===== src/rtl/fifo_pkg.sv =====
// Shared sizing helpers and the output-buffer occupancy type for the DPRAM FIFO controller.
// Combinational helpers only; no latency or backpressure of their own.
package fifo_pkg;

  // Output buffer holds at most two words, so occupancy is 0..2.
  typedef logic [1:0] fifo_occ_t;

  localparam fifo_occ_t BUF_FULL = 2'd2;

  function automatic int ptr_width(input int depth);
    return $clog2(depth) + 1;
  endfunction

  function automatic int cnt_width(input int depth);
    return $clog2(depth + 3);
  endfunction

endpackage


===== src/rtl/fifo_out_buf.sv =====
// Two-entry in-order skid queue between the RAM read port and the stream output; head is registered.
// One-cycle write-to-head latency; accepts write and read in the same cycle; caller keeps it from overflowing.
module fifo_out_buf
  import fifo_pkg::*;
#(
  parameter int DATA_WIDTH = 32
) (
  input  logic                  clk,
  input  logic                  rst,
  input  logic                  wr_en,
  input  logic [DATA_WIDTH-1:0] wr_data,
  input  logic                  rd_en,
  output logic [DATA_WIDTH-1:0] head,
  output fifo_occ_t             cnt
);

  logic [DATA_WIDTH-1:0] tail;

  always_ff @(posedge clk or posedge rst) begin
    if (rst) begin
      head <= '0;
      tail <= '0;
      cnt  <= '0;
    end else begin
      case ({wr_en, rd_en})
        2'b10: begin
          if (cnt == 2'd0) head <= wr_data;
          else             tail <= wr_data;
          cnt <= cnt + 2'd1;
        end
        2'b01: begin
          // With one entry left the head keeps its value so an idle output holds the last word.
          if (cnt == BUF_FULL) head <= tail;
          cnt <= cnt - 2'd1;
        end
        2'b11: begin
          if (cnt == BUF_FULL) begin
            head <= tail;
            tail <= wr_data;
          end else begin
            head <= wr_data;
          end
        end
        default: ;
      endcase
    end
  end

endmodule


===== src/rtl/fifo_ctrl_dpram.sv =====
// FIFO controller for an external registered-output DPRAM (A write, B read); 3-cycle fall-through, 1 word/cycle.
// s_ready drops when the RAM holds DEPTH words; m_valid/m_data hold steady while the consumer stalls.
module fifo_ctrl_dpram
  import fifo_pkg::*;
#(
  parameter int DATA_WIDTH = 32,
  parameter int DEPTH      = 16,
  parameter int ADDR_WIDTH = $clog2(DEPTH),
  parameter int CNT_WIDTH  = cnt_width(DEPTH)
) (
  input  logic                  clk,
  input  logic                  rst,
  input  logic                  s_valid,
  output logic                  s_ready,
  input  logic [DATA_WIDTH-1:0] s_data,
  output logic                  m_valid,
  input  logic                  m_ready,
  output logic [DATA_WIDTH-1:0] m_data,
  output logic [CNT_WIDTH-1:0]  count,
  output logic                  ram_we_a,
  output logic [ADDR_WIDTH-1:0] ram_addr_a,
  output logic [DATA_WIDTH-1:0] ram_din_a,
  output logic [ADDR_WIDTH-1:0] ram_addr_b,
  input  logic [DATA_WIDTH-1:0] ram_dout_b
);

  localparam int PTR_WIDTH = ptr_width(DEPTH);

  logic [PTR_WIDTH-1:0] wr_ptr;
  logic [PTR_WIDTH-1:0] rd_ptr;
  logic [PTR_WIDTH-1:0] ram_occ;
  logic                 inflight;
  fifo_occ_t            buf_cnt;
  logic [2:0]           buf_pending;
  logic                 push;
  logic                 pop;
  logic                 fetch;

  assign ram_occ = wr_ptr - rd_ptr;

  // s_ready looks only at registered pointers so no input reaches it combinationally.
  assign s_ready = (ram_occ != PTR_WIDTH'(DEPTH)) && !rst;
  assign push    = s_valid && s_ready;

  assign m_valid = (buf_cnt != 2'd0);
  assign pop     = m_valid && m_ready;

  // Reserve a buffer slot for every read in flight; a pop this cycle frees one early.
  assign buf_pending = 3'(buf_cnt) + 3'(inflight) - 3'(pop);
  assign fetch       = (ram_occ != '0) && (buf_pending < 3'd2);

  assign ram_we_a   = push;
  assign ram_addr_a = wr_ptr[ADDR_WIDTH-1:0];
  assign ram_din_a  = s_data;
  assign ram_addr_b = rd_ptr[ADDR_WIDTH-1:0];

  always_ff @(posedge clk or posedge rst) begin
    if (rst) begin
      wr_ptr   <= '0;
      rd_ptr   <= '0;
      inflight <= 1'b0;
    end else begin
      if (push)  wr_ptr <= wr_ptr + 1'b1;
      if (fetch) rd_ptr <= rd_ptr + 1'b1;
      inflight <= fetch;
    end
  end

  fifo_out_buf #(
    .DATA_WIDTH(DATA_WIDTH)
  ) u_out_buf (
    .clk     (clk),
    .rst     (rst),
    .wr_en   (inflight),
    .wr_data (ram_dout_b),
    .rd_en   (pop),
    .head    (m_data),
    .cnt     (buf_cnt)
  );

  assign count = CNT_WIDTH'(ram_occ) + CNT_WIDTH'(buf_cnt) + CNT_WIDTH'(inflight);

endmodule


===== config.mk =====
export PLATFORM = sky130hd
export DESIGN_NAME = fifo_ctrl_dpram
export DESIGN_NICKNAME = d
export VERILOG_FILES = /design/src/rtl/fifo_pkg.sv /design/src/rtl/fifo_out_buf.sv /design/src/rtl/fifo_ctrl_dpram.sv
export SDC_FILE = /design/constraint.sdc
export NUM_CORES = 1
export LEC_CHECK = 0
export CAP_MARGIN = 0
export CORE_MARGIN = 2
export CORE_UTILIZATION = 35
export CTS_CLUSTER_SIZE = 24
export DETAILED_ROUTE_END_ITERATION = 8
export GPL_TIMING_DRIVEN = 0
export PLACE_DENSITY = 0.66
export SLEW_MARGIN = 20
export SYNTH_ARGS = -nofsm -noshare
export SYNTH_HDL_FRONTEND = slang
export SYNTH_SLANG_ARGS = --single-unit

===== constraint.sdc =====
create_clock -name clk -period 4 [get_ports clk]
set_clock_uncertainty 0.05 [all_clocks]
set_input_delay 1.2 -clock clk [delete_from_list [all_inputs] [get_ports clk]]
set_output_delay 1.2 -clock clk [all_outputs]
set_load 0.05 [all_outputs]

==> qor.yml <==
setup_path:
  criticalPathCategory: "reg2out"
  slowest_delay_ns: 0.47
  endpoint_kind: "output port"
  worstPathCellList: "ha_4, inv_2, fa_2, nand3b_1, a211o_1, a211oi_4, nor3b_4, buf_6"
  crit_path_top_delay_cell: "fa_2"
  cp_data_arrival_time_ns: 2.65
  required_ns: 2.75
  crit_path_start_kind: "register"
  cp_max_fo: 5
die:
  start_util: 0.362
  row_count: 38
  die_h_um: 110
  io_pins: 148
  core_area_mm2: 0.0109
  die_area_mm2: 0.0121
  die_w_um: 110
clocking:
  path_clk_slew_ns: 0.08
  cts_root_buf: "clkbuf_8"
  clk-insertion-delay-late_ns: 0.35
  htree_levels: 3
  cts_hold_buf: 0
  clkSinkCount: 77
  cts_buffer_depth: 2
  cts_tree: "built"
  cts_inserted_buffers: 9
sta:
  hold_viol: 0
  slew_headroom: 0.539
  min_period_ns: 3.90
  rsz0062_at_grt: "true"
  worstMarginPinSlew_ns: 0.691
  finalSetupViolCount: 0
  tns_ns: 0
  period_share: 0.974
  fmax_mhz: 257
  final-max-slew-violation-count: 0
finish:
  post-route-util: 0.511
  antennaDiodeCount: 0
  drive_gt1_frac: 0.252
  layout-area-overhead-vs-synth_pct: 41.4
  nets: 559
synth:
  ys_warn_count: 0
  syn-num-nets: 427
  synth-seq-cells: 77
  yosysUniqueCellTypes: 31
  syn_area_per_cell_um2: 11.3
  netlist_area_mm2: 0.00394
  syn_inst: 348
  seq_area_frac_synth: 0.490
place:
  place_hpwl_um: 6560
  place_congestion: 0.767
  port_buffers: 115
worst_hold_path:
  hp-class: "reg2reg"
routing:
  first_pass_iters: 4
  drc_errors: 0
  drt_iter0_markers: 56
  vias: 2924
  routedWlPerCell_um: 14.3
  wirelength_um: 8950
  viasPerCell: 4.68
  ant_nets: 0
global_routing:
  antenna_found_initial: 0
  grt_max_degree: 45
  grt_use_total: 0.151
  grt_pass1_vias: 2947
  overflow: 0
  grt_pass1_wl_um: 13900
flow_run:
  max-cap-violations: 0
status:
  status: "complete, no violations"
==> metal layers <==
layer  global-route usage  part of all wire  vias up
li1                     -                 -     1413
met1                0.174              0.41     1397
met2                0.251              0.48      106
met3               0.0547             0.097        8
met4               0.0660             0.013        0
met5                    0                 0        -
==> layout make-up <==
class / count / area [um2]
Buffer: 55 / 368
Fill cell: 980 / 5320
Timing Repair Buffer: 121 / 1210
Inverter: 9 / 36.3
Sequential cell: 77 / 1930
Clock inverter: 3 / 43.8
Multi-Input combinational cell: 207 / 1650
Clock buffer: 13 / 159
Tap cell: 140 / 175
==> layout by cell type (no fill, tap or decap), drive strengths merged, types with 2 or more instances in the layout <==
cell type and count:
buf 58, ha 7, mux2 34, clkdlybuf4s50 109, inv 9, clkbuf 19, fa 4, a21oi 9
nand3 4, nand3b 2, nand2 39, or2 2, nand2b 3, nand4 3, nor3 2, xnor2 11
mux2i 33, clkinv 2, dfrtp 77, clkdlybuf4s15 2, nor4b 2, xor2 6, nor3b 2, and3 4
nor2 4, o21ai 32
==> logic make-up (layout without fill, tap and decap cells) <==
group | Yosys count | after routing | share of synthesized area
simple gates | 68 | 68 | 0.0846
mux | 67 | 67 | 0.183
compound gates | 44 | 44 | 0.0604
fa+ha+maj | 11 | 11 | 0.0426
buf+inv | 64 | 201 | 0.102
flops | 77 | 77 | 0.490
xor+xnor | 17 | 17 | 0.0378
==> worst paths after layout <==
check                      slack (ns)  cells past startpoint                        endpoint                     startpoint
max                              0.10                      8                        ram_we_a          rd_ptr[0]$_DFFE_PP0P_
min                              0.43                      2   u_out_buf.head[4]$_DFFE_PP0P_  u_out_buf.head[4]$_DFFE_PP0P_
max reg2reg                      1.26                      9           wr_ptr[1]$_DFFE_PP0P_          rd_ptr[0]$_DFFE_PP0P_
min reg2reg                      0.43                      2   u_out_buf.head[4]$_DFFE_PP0P_  u_out_buf.head[4]$_DFFE_PP0P_
max in group asynchronous        1.90                      3  u_out_buf.tail[25]$_DFFE_PP0P_                            rst
min in group asynchronous        1.42                      2           wr_ptr[2]$_DFFE_PP0P_                            rst
==> critical path: cells and delay by family, from the launching register on <==
family | cells | cell delay, ns
compound gates | 2 | 0.72
fa+ha+maj | 2 | 0.65
simple gates | 2 | 0.27
flops | 1 | 0.46
buf+inv | 2 | 0.21
==> stage by stage <==
step / hold WS (ns) / setup WS (ns) / cell area, um2 / std cells
3_5_place_dp: 0.419 / -0.236 / 5290 / 604
3_3_place_gp: 0.413 / -0.633 / 5260 / 603
5_1_grt: 0.464 / -0.0148 / 5560 / 625
2_1_floorplan: 0.411 / 0.212 / 3940 / 348
6_report: 0.431 / 0.105 / 5560 / 625
4_1_cts: 0.437 / -0.175 / 5500 / 620
==> cells in the mapped netlist (all sizes together) <==
cell / instances / area (um2)
a211o: 1 / 8.76
a211oi: 1 / 12.5
a21oi: 9 / 45.0
a2bb2o: 1 / 11.3
and3: 4 / 30.0
and4: 1 / 8.76
buf: 49 / 345
clkbuf: 6 / 22.5
dfrtp: 77 / 1930
fa: 4 / 80.1
ha: 7 / 87.6
inv: 9 / 33.8
mux2: 34 / 390
mux2i: 33 / 330
nand2: 39 / 146
nand2b: 3 / 18.8
nand3: 4 / 20.0
nand3b: 2 / 15.0
nand4: 3 / 18.8
nor2: 4 / 15.0
nor3: 2 / 10.0
nor3b: 2 / 20.0
nor4b: 2 / 17.5
o21ai: 32 / 160
or2: 2 / 12.5
xnor2: 11 / 96.3
xor2: 6 / 52.6
==> sequential cells by signal (all words and copies together) (netlist names) <==
name / count
wr_ptr: 5
u_out_buf.cnt: 2
u_out_buf.tail: 32
rd_ptr: 5
inflight: 1
u_out_buf.head: 32
==> timing repair <==
item / CTS / global route
pin swaps: 0 / 5
resized for setup: 20 / 18
endpoints found under the setup margin: 6 / 6
hold endpoints to repair: 0 / 0
setup buffers: 0 / 5
Power is not shown: default switching activity piles up to over one toggle a cycle in this logic, so the estimate is an artifact.
